<file path="config.mk">
export PLATFORM = sky130hd
export DESIGN_NAME = imem_dmem_arbiter
export DESIGN_NICKNAME = d
export VERILOG_FILES = /design/src/rtl/imem_dmem_arbiter_pkg.sv /design/src/rtl/imem_dmem_arbiter_starve_counter.sv /design/src/rtl/imem_dmem_arbiter.sv
export SDC_FILE = /design/constraint.sdc
export NUM_CORES = 1
export LEC_CHECK = 0
export CORE_MARGIN = 2
export CORE_UTILIZATION = 41
export CTS_CLUSTER_DIAMETER = 80
export DETAILED_ROUTE_END_ITERATION = 10
export PLACE_DENSITY = 0.81
export SLEW_MARGIN = 30
export SYNTH_ARGS = -nofsm -noshare
export SYNTH_HDL_FRONTEND = slang
export SYNTH_SLANG_ARGS = --single-unit
</file>
<file path="constraint.sdc">
create_clock -name clk -period 2.52 [get_ports clk]
set_input_delay 0.504 -clock clk [delete_from_list [all_inputs] [get_ports clk]]
set_output_delay 0.504 -clock clk [all_outputs]
set_load 0.05 [all_outputs]
</file>
<file path="src/rtl/imem_dmem_arbiter_pkg.sv">
// Shared encodings for the instruction/data memory arbiter.
package arb_pkg;

    typedef enum logic [1:0] {
        IDLE   = 2'b00,
        I_BUSY = 2'b01,
        D_BUSY = 2'b10,
        DONE   = 2'b11
    } arb_state_e;

    localparam logic OWN_I = 1'b0;
    localparam logic OWN_D = 1'b1;

endpackage

</file>
<file path="src/rtl/imem_dmem_arbiter_starve_counter.sv">
// Saturating count of consecutive data grants taken while fetch was waiting.
module arb_starve_counter #(
    parameter int STARVE_LIMIT = 4
) (
    input  logic clk,
    input  logic reset,
    input  logic inc,
    input  logic clr,
    output logic at_limit
);
    localparam int CntW = $clog2(STARVE_LIMIT + 1);
    localparam logic [CntW-1:0] Limit = CntW'(STARVE_LIMIT);

    logic [CntW-1:0] cnt_q;
    logic [CntW-1:0] cnt_d;

    // Next count: clear wins over increment; increment stops at the limit.
    always_comb begin
        cnt_d = cnt_q;
        if (clr) begin
            cnt_d = '0;
        end else if (inc && (cnt_q != Limit)) begin
            cnt_d = cnt_q + CntW'(1);
        end
    end

    // Count register.
    always_ff @(posedge clk or negedge reset) begin
        if (!reset) begin
            cnt_q <= '0;
        end else begin
            cnt_q <= cnt_d;
        end
    end

    assign at_limit = (cnt_q == Limit);

endmodule

</file>
<file path="src/rtl/imem_dmem_arbiter.sv">
// Arbiter sharing one single-ported memory between fetch and data ports.
// state  | meaning
// IDLE   | arbitrate; grant latches address/we/wdata
// I_BUSY | fetch access outstanding, wait for mem_ready
// D_BUSY | data access outstanding, wait for mem_ready
// DONE   | pulse owner's done, back to IDLE
module imem_dmem_arbiter
    import arb_pkg::*;
#(
    parameter int XLEN         = 32,
    parameter int STARVE_LIMIT = 4
) (
    input  logic            clk,
    input  logic            reset,
    input  logic            if_req,
    input  logic [XLEN-1:0] if_addr,
    output logic [XLEN-1:0] if_rdata,
    output logic            if_done,
    input  logic            d_req,
    input  logic            d_we,
    input  logic [XLEN-1:0] d_addr,
    input  logic [XLEN-1:0] d_wdata,
    output logic [XLEN-1:0] d_rdata,
    output logic            d_done,
    output logic            mem_req,
    output logic            mem_we,
    output logic [XLEN-1:0] mem_addr,
    output logic [XLEN-1:0] mem_wdata,
    input  logic [XLEN-1:0] mem_rdata,
    input  logic            mem_ready,
    output logic            stall_f,
    output logic            stall_m
);
    localparam logic [XLEN-1:0] WordMask = ~XLEN'(3);

    arb_state_e      state_q, state_d;
    logic            owner_q, owner_d;
    logic            we_q, we_d;
    logic [XLEN-1:0] addr_q, addr_d;
    logic [XLEN-1:0] wdata_q, wdata_d;
    logic [XLEN-1:0] if_rdata_q, if_rdata_d;
    logic [XLEN-1:0] d_rdata_q, d_rdata_d;
    logic            cnt_inc, cnt_clr, at_limit;

    arb_starve_counter #(
        .STARVE_LIMIT(STARVE_LIMIT)
    ) u_starve (
        .clk     (clk),
        .reset   (reset),
        .inc     (cnt_inc),
        .clr     (cnt_clr),
        .at_limit(at_limit)
    );

    // Arbitration, access sequencing and read-data capture.
    always_comb begin
        state_d    = state_q;
        owner_d    = owner_q;
        we_d       = we_q;
        addr_d     = addr_q;
        wdata_d    = wdata_q;
        if_rdata_d = if_rdata_q;
        d_rdata_d  = d_rdata_q;
        cnt_inc    = 1'b0;
        cnt_clr    = 1'b0;
        case (state_q)
            IDLE: begin
                if (d_req && !(if_req && at_limit)) begin
                    state_d = D_BUSY;
                    owner_d = OWN_D;
                    we_d    = d_we;
                    addr_d  = d_addr & WordMask;
                    wdata_d = d_wdata;
                    cnt_inc = if_req;
                    cnt_clr = !if_req;
                end else if (if_req) begin
                    state_d = I_BUSY;
                    owner_d = OWN_I;
                    we_d    = 1'b0;
                    addr_d  = if_addr & WordMask;
                    wdata_d = '0;
                    cnt_clr = 1'b1;
                end
            end
            I_BUSY: begin
                if (mem_ready) begin
                    if_rdata_d = mem_rdata;
                    state_d    = DONE;
                end
            end
            D_BUSY: begin
                if (mem_ready) begin
                    // Stores leave the load-data register untouched.
                    if (!we_q) begin
                        d_rdata_d = mem_rdata;
                    end
                    state_d = DONE;
                end
            end
            default: begin
                state_d = IDLE;
            end
        endcase
    end

    // State and datapath registers.
    always_ff @(posedge clk or negedge reset) begin
        if (!reset) begin
            state_q    <= IDLE;
            owner_q    <= OWN_I;
            we_q       <= 1'b0;
            addr_q     <= '0;
            wdata_q    <= '0;
            if_rdata_q <= '0;
            d_rdata_q  <= '0;
        end else begin
            state_q    <= state_d;
            owner_q    <= owner_d;
            we_q       <= we_d;
            addr_q     <= addr_d;
            wdata_q    <= wdata_d;
            if_rdata_q <= if_rdata_d;
            d_rdata_q  <= d_rdata_d;
        end
    end

    assign mem_req   = (state_q == I_BUSY) || (state_q == D_BUSY);
    assign mem_we    = (state_q == D_BUSY) && we_q;
    assign mem_addr  = addr_q;
    assign mem_wdata = wdata_q;
    assign if_done   = (state_q == DONE) && (owner_q == OWN_I);
    assign d_done    = (state_q == DONE) && (owner_q == OWN_D);
    assign if_rdata  = if_rdata_q;
    assign d_rdata   = d_rdata_q;
    assign stall_f   = if_req && !if_done;
    assign stall_m   = d_req && !d_done;

endmodule
</file>
==> results.sh, run 1 <==
export IMPL_status="completed"
export IMPL_swShare_pct=46.92
export IMPL_critPathArrivalTime_ns=2.53
export IMPL_root_buffer="clkbuf_16"
export IMPL_dr_total_vias=4532
export IMPL_cts_buffer_depth=2
export IMPL_crit_path_max_fanout=4
export IMPL_num_antenna_cells=0
export IMPL_path_clk_slew_ns=0.06
export IMPL_synth_ff_type="dfrtp_1"
export IMPL_grt_usage_pct=21.43
export IMPL_clock_skew_ns=0.008703
export IMPL_vdd_drop_max_mv=0.6329
export IMPL_synth_top_area_cell="dfrtp_1"
export IMPL_critPathLaunchType="register"
export IMPL_critPathKind="register to register"
export IMPL_drive_gt1_share_pct=17.13
export IMPL_yosysWarnings=0
export IMPL_tritoncts="done"
export IMPL_htreeDepth=4
export IMPL_hp_class="primary input to asynchronous set/reset pin"
export IMPL_cp_buffers_inverters=2
export IMPL_grt_pass1_wl_um=24260
export IMPL_first_pass_iters=4
export IMPL_slowest_delay_ns=0.52
export IMPL_yosysMostFrequentCell="dfrtp_1"
export IMPL_grt_pass1_vias=4767
export IMPL_start_util_pct=41.80
export IMPL_area_growth_pct=62.31
export IMPL_synthCells=438
export IMPL_rsz0062_at_grt="no"
export IMPL_clkLatencyLatePin_ns=0.40
export IMPL_chipHeight_um=120.0
export IMPL_p_int_mw=7.422
export IMPL_syn_area_per_cell_um2=12.59
export IMPL_cts_made_buffers=17
export IMPL_period_needed_ns=2.218
export IMPL_async_flop_share_pct=100.0
export IMPL_die_w_um=120.0
export IMPL_cap_viol_max_count=0
export IMPL_period_share_pct=88.00
export IMPL_slew_headroom_pct=62.99
export IMPL_coreArea_um2=13190
export IMPL_end_kind="register"
export IMPL_clockPowerShare_pct=17.2
export IMPL_power_frac_comb_pct=56.3
export IMPL_synth_yosys_seq_area_share_pct=60.36
export IMPL_synth_edf_count=0
export IMPL_place_hpwl_um=11080
export IMPL_fin_setup_tns_ns=0
export IMPL_p_sw_mw=6.561
export IMPL_post_cts_repair_setup_buffers=0
export IMPL_grt_start_max_net_pins=55
export IMPL_fmax_ghz=0.4509
export IMPL_die_area_um2=14390
export IMPL_ant_nets=0
export IMPL_wl_per_cell_um=17.13
export IMPL_synthDominantCellAreaShare_pct=60.36
export IMPL_drc=0
export IMPL_ios=268
export IMPL_overflow=0
export IMPL_setup_viol=0
export IMPL_synth_cell_type_count=30
export IMPL_p_leak_nw=3.798
export IMPL_crit_chain="inv_1 > ha_1 > and3_1 > nor2_1 > inv_1 > ha_1 > and2_1 > or4b_1 > o211ai_1"
export IMPL_cts_sinks=133
export IMPL_tightest_slew_ns=0.5543
export IMPL_synthTopCellsByArea="dfrtp_1 60%, mux2_2 13%, a22o_1 5.2%"
export IMPL_synthTopCellsByCount="133 x dfrtp_1, 64 x mux2_2, 33 x a22o_1, 33 x nor2_1, 33 x o21ai_0"
export IMPL_powerDensity_nw_per_um2=1562
export IMPL_slowest_stage="or4b_1"
export IMPL_p_seq_share_pct=26.5
export IMPL_final_nets=842
export IMPL_ys_ff_latch=133
export IMPL_fin_cells=888
export IMPL_cp_data_required_time_ns=2.83
export IMPL_cp_top_family="simple AND/OR/NAND/NOR gates"
export IMPL_wirelength_um=15210
export IMPL_syn_area_um2=5514
export IMPL_slew_viol_final=0
export IMPL_dp_cells=856
export IMPL_antenna_found_initial=0
export IMPL_row_count=42
export IMPL_io_buffers=261
export IMPL_routed_via_density=5.104
export IMPL_drt_iter0_markers=237
export IMPL_place_congestion=0.7665
export IMPL_hold_viol=0
==> cells by family (layout without fill, tap and decap cells) <==
| logic type | Yosys count | after routing | share of synthesized area (%) |
|---|---|---|---|
| AOI/OAI and AO/OA | 105 | 105 | 12.91 |
| adders and majority gates | 9 | 9 | 2.042 |
| muxes | 64 | 64 | 13.07 |
| buffers and inverters | 44 | 317 | 4.062 |
| and+or+nand+nor | 82 | 82 | 7.489 |
| DFF | 133 | 133 | 60.36 |
| other | 1 | 2 | 0.06801 |
==> through the flow <==
step	instance area [um^2]	hold WS (ns)	util, %	setup WS (ns)	power (mW)
5_1_grt	8950	0.07114	67.85	0.1505	14.62
3_3_place_gp	8361	0.4835	63.38	0.1404	11.45
6_report	8950	0.04714	67.85	0.3023	13.98
2_1_floorplan	5518	0.2084	-	0.2722	8.837
4_1_cts	8947	0.05247	67.83	0.003951	14.10
3_5_place_dp	8361	0.4909	63.38	0.1109	11.65
==> power groups by stage <==
stage | clock, mW | combinational, mW | sequential [mW]
global route | 2.56 | 8.23 | 3.83
finish | 2.40 | 7.88 | 3.70
CTS | 2.45 | 7.93 | 3.71
global placement | 0 | 7.78 | 3.67
detailed placement | 0 | 7.92 | 3.74
floorplan | 0 | 1.85 | 6.98
==> cell usage in the layout (no fill, tap or decap), drive strengths merged <==
| cell | n |
|---|---|
| clkbuf | 17 |
| a21bo | 1 |
| conb | 2 |
| a41o | 1 |
| o21ai | 33 |
| nor2b | 3 |
| or4b | 2 |
| dlymetal6s2s | 1 |
| or3 | 1 |
| nand3 | 31 |
| clkinvlp | 3 |
| nand3b | 5 |
| o221ai | 2 |
| o211ai | 1 |
| clkinv | 3 |
| nor2 | 33 |
| a31oi | 32 |
| nand2b | 1 |
| a21oi | 1 |
| and3 | 1 |
| mux2 | 64 |
| nor3 | 1 |
| dfrtp | 133 |
| bufinv | 1 |
| nand2 | 1 |
| a22o | 33 |
| a21o | 1 |
| clkdlybuf4s50 | 254 |
| ha | 9 |
| inv | 16 |
| buf | 22 |
| and2 | 3 |
==> sequential cells by signal, summed over array words and instances (netlist names) <==
| register | cells |
|---|---|
| d_rdata | 32 |
| if_rdata | 32 |
| mem_wdata | 32 |
| mem_addr | 30 |
| u_starve.cnt_q | 3 |
| state_q | 2 |
| owner_q | 1 |
| we_q | 1 |
==> layout make-up <==
cell class,count,area (um^2)
fill,1017,4240
sequential,133,3328
timing repair buffer,277,2811
multi-input combinational,262,1973
clock buffer,17,425.4
tap,176,220.2
clock inverter,15,161.4
inverter,8,30.03
==> worst paths after layout <==
path / slack (ns) / start / end / depth (start not counted)
max: 0.30 / u_starve.cnt_q[0]$_DFFE_PN0P_ / state_q[0]$_DFFE_PN0P_ / 9
min: 0.05 / reset / if_rdata[25]$_DFFE_PN0P_ / 1
max reg2reg: 0.30 / u_starve.cnt_q[0]$_DFFE_PN0P_ / state_q[0]$_DFFE_PN0P_ / 9
min reg2reg: 0.50 / mem_wdata[19]$_DFFE_PN0P_ / mem_wdata[19]$_DFFE_PN0P_ / 1
max in group asynchronous: 1.79 / reset / mem_wdata[8]$_DFFE_PN0P_ / 2
min in group clk: 0.50 / mem_wdata[19]$_DFFE_PN0P_ / mem_wdata[19]$_DFFE_PN0P_ / 1
==> routing by layer <==
| layer | wire length [um] | track usage, % | part of all wire, % | up-vias |
|---|---|---|---|---|
| li1 | - | - | - | 2118 |
| met1 | 6047 | 25.21 | 40 | 2201 |
| met2 | 7739 | 37.71 | 51 | 190 |
| met3 | 1123 | 6.179 | 7.4 | 23 |
| met4 | 297 | 6.691 | 2.0 | 0 |
| met5 | 0 | 0 | 0 | - |
==> repair_timing <==
action | in CTS | in global routing
gates resized for setup | 0 | 1
endpoints found under the setup margin | 0 | 1
hold buffers | 0 | 0
No activity file was read; power rests on OpenSTA's default activity.
==> inputs of run 2 (changes only) <==
--- a/config.mk
+++ b/config.mk
@@ -10,7 +10,6 @@
 export CTS_CLUSTER_DIAMETER = 80
 export DETAILED_ROUTE_END_ITERATION = 10
 export PLACE_DENSITY = 0.81
-export SLEW_MARGIN = 30
 export SYNTH_ARGS = -nofsm -noshare
 export SYNTH_HDL_FRONTEND = slang
 export SYNTH_SLANG_ARGS = --single-unit
==> results of run 2 <==
No change in the layout: final DEF, timing and power equal those of run 1.
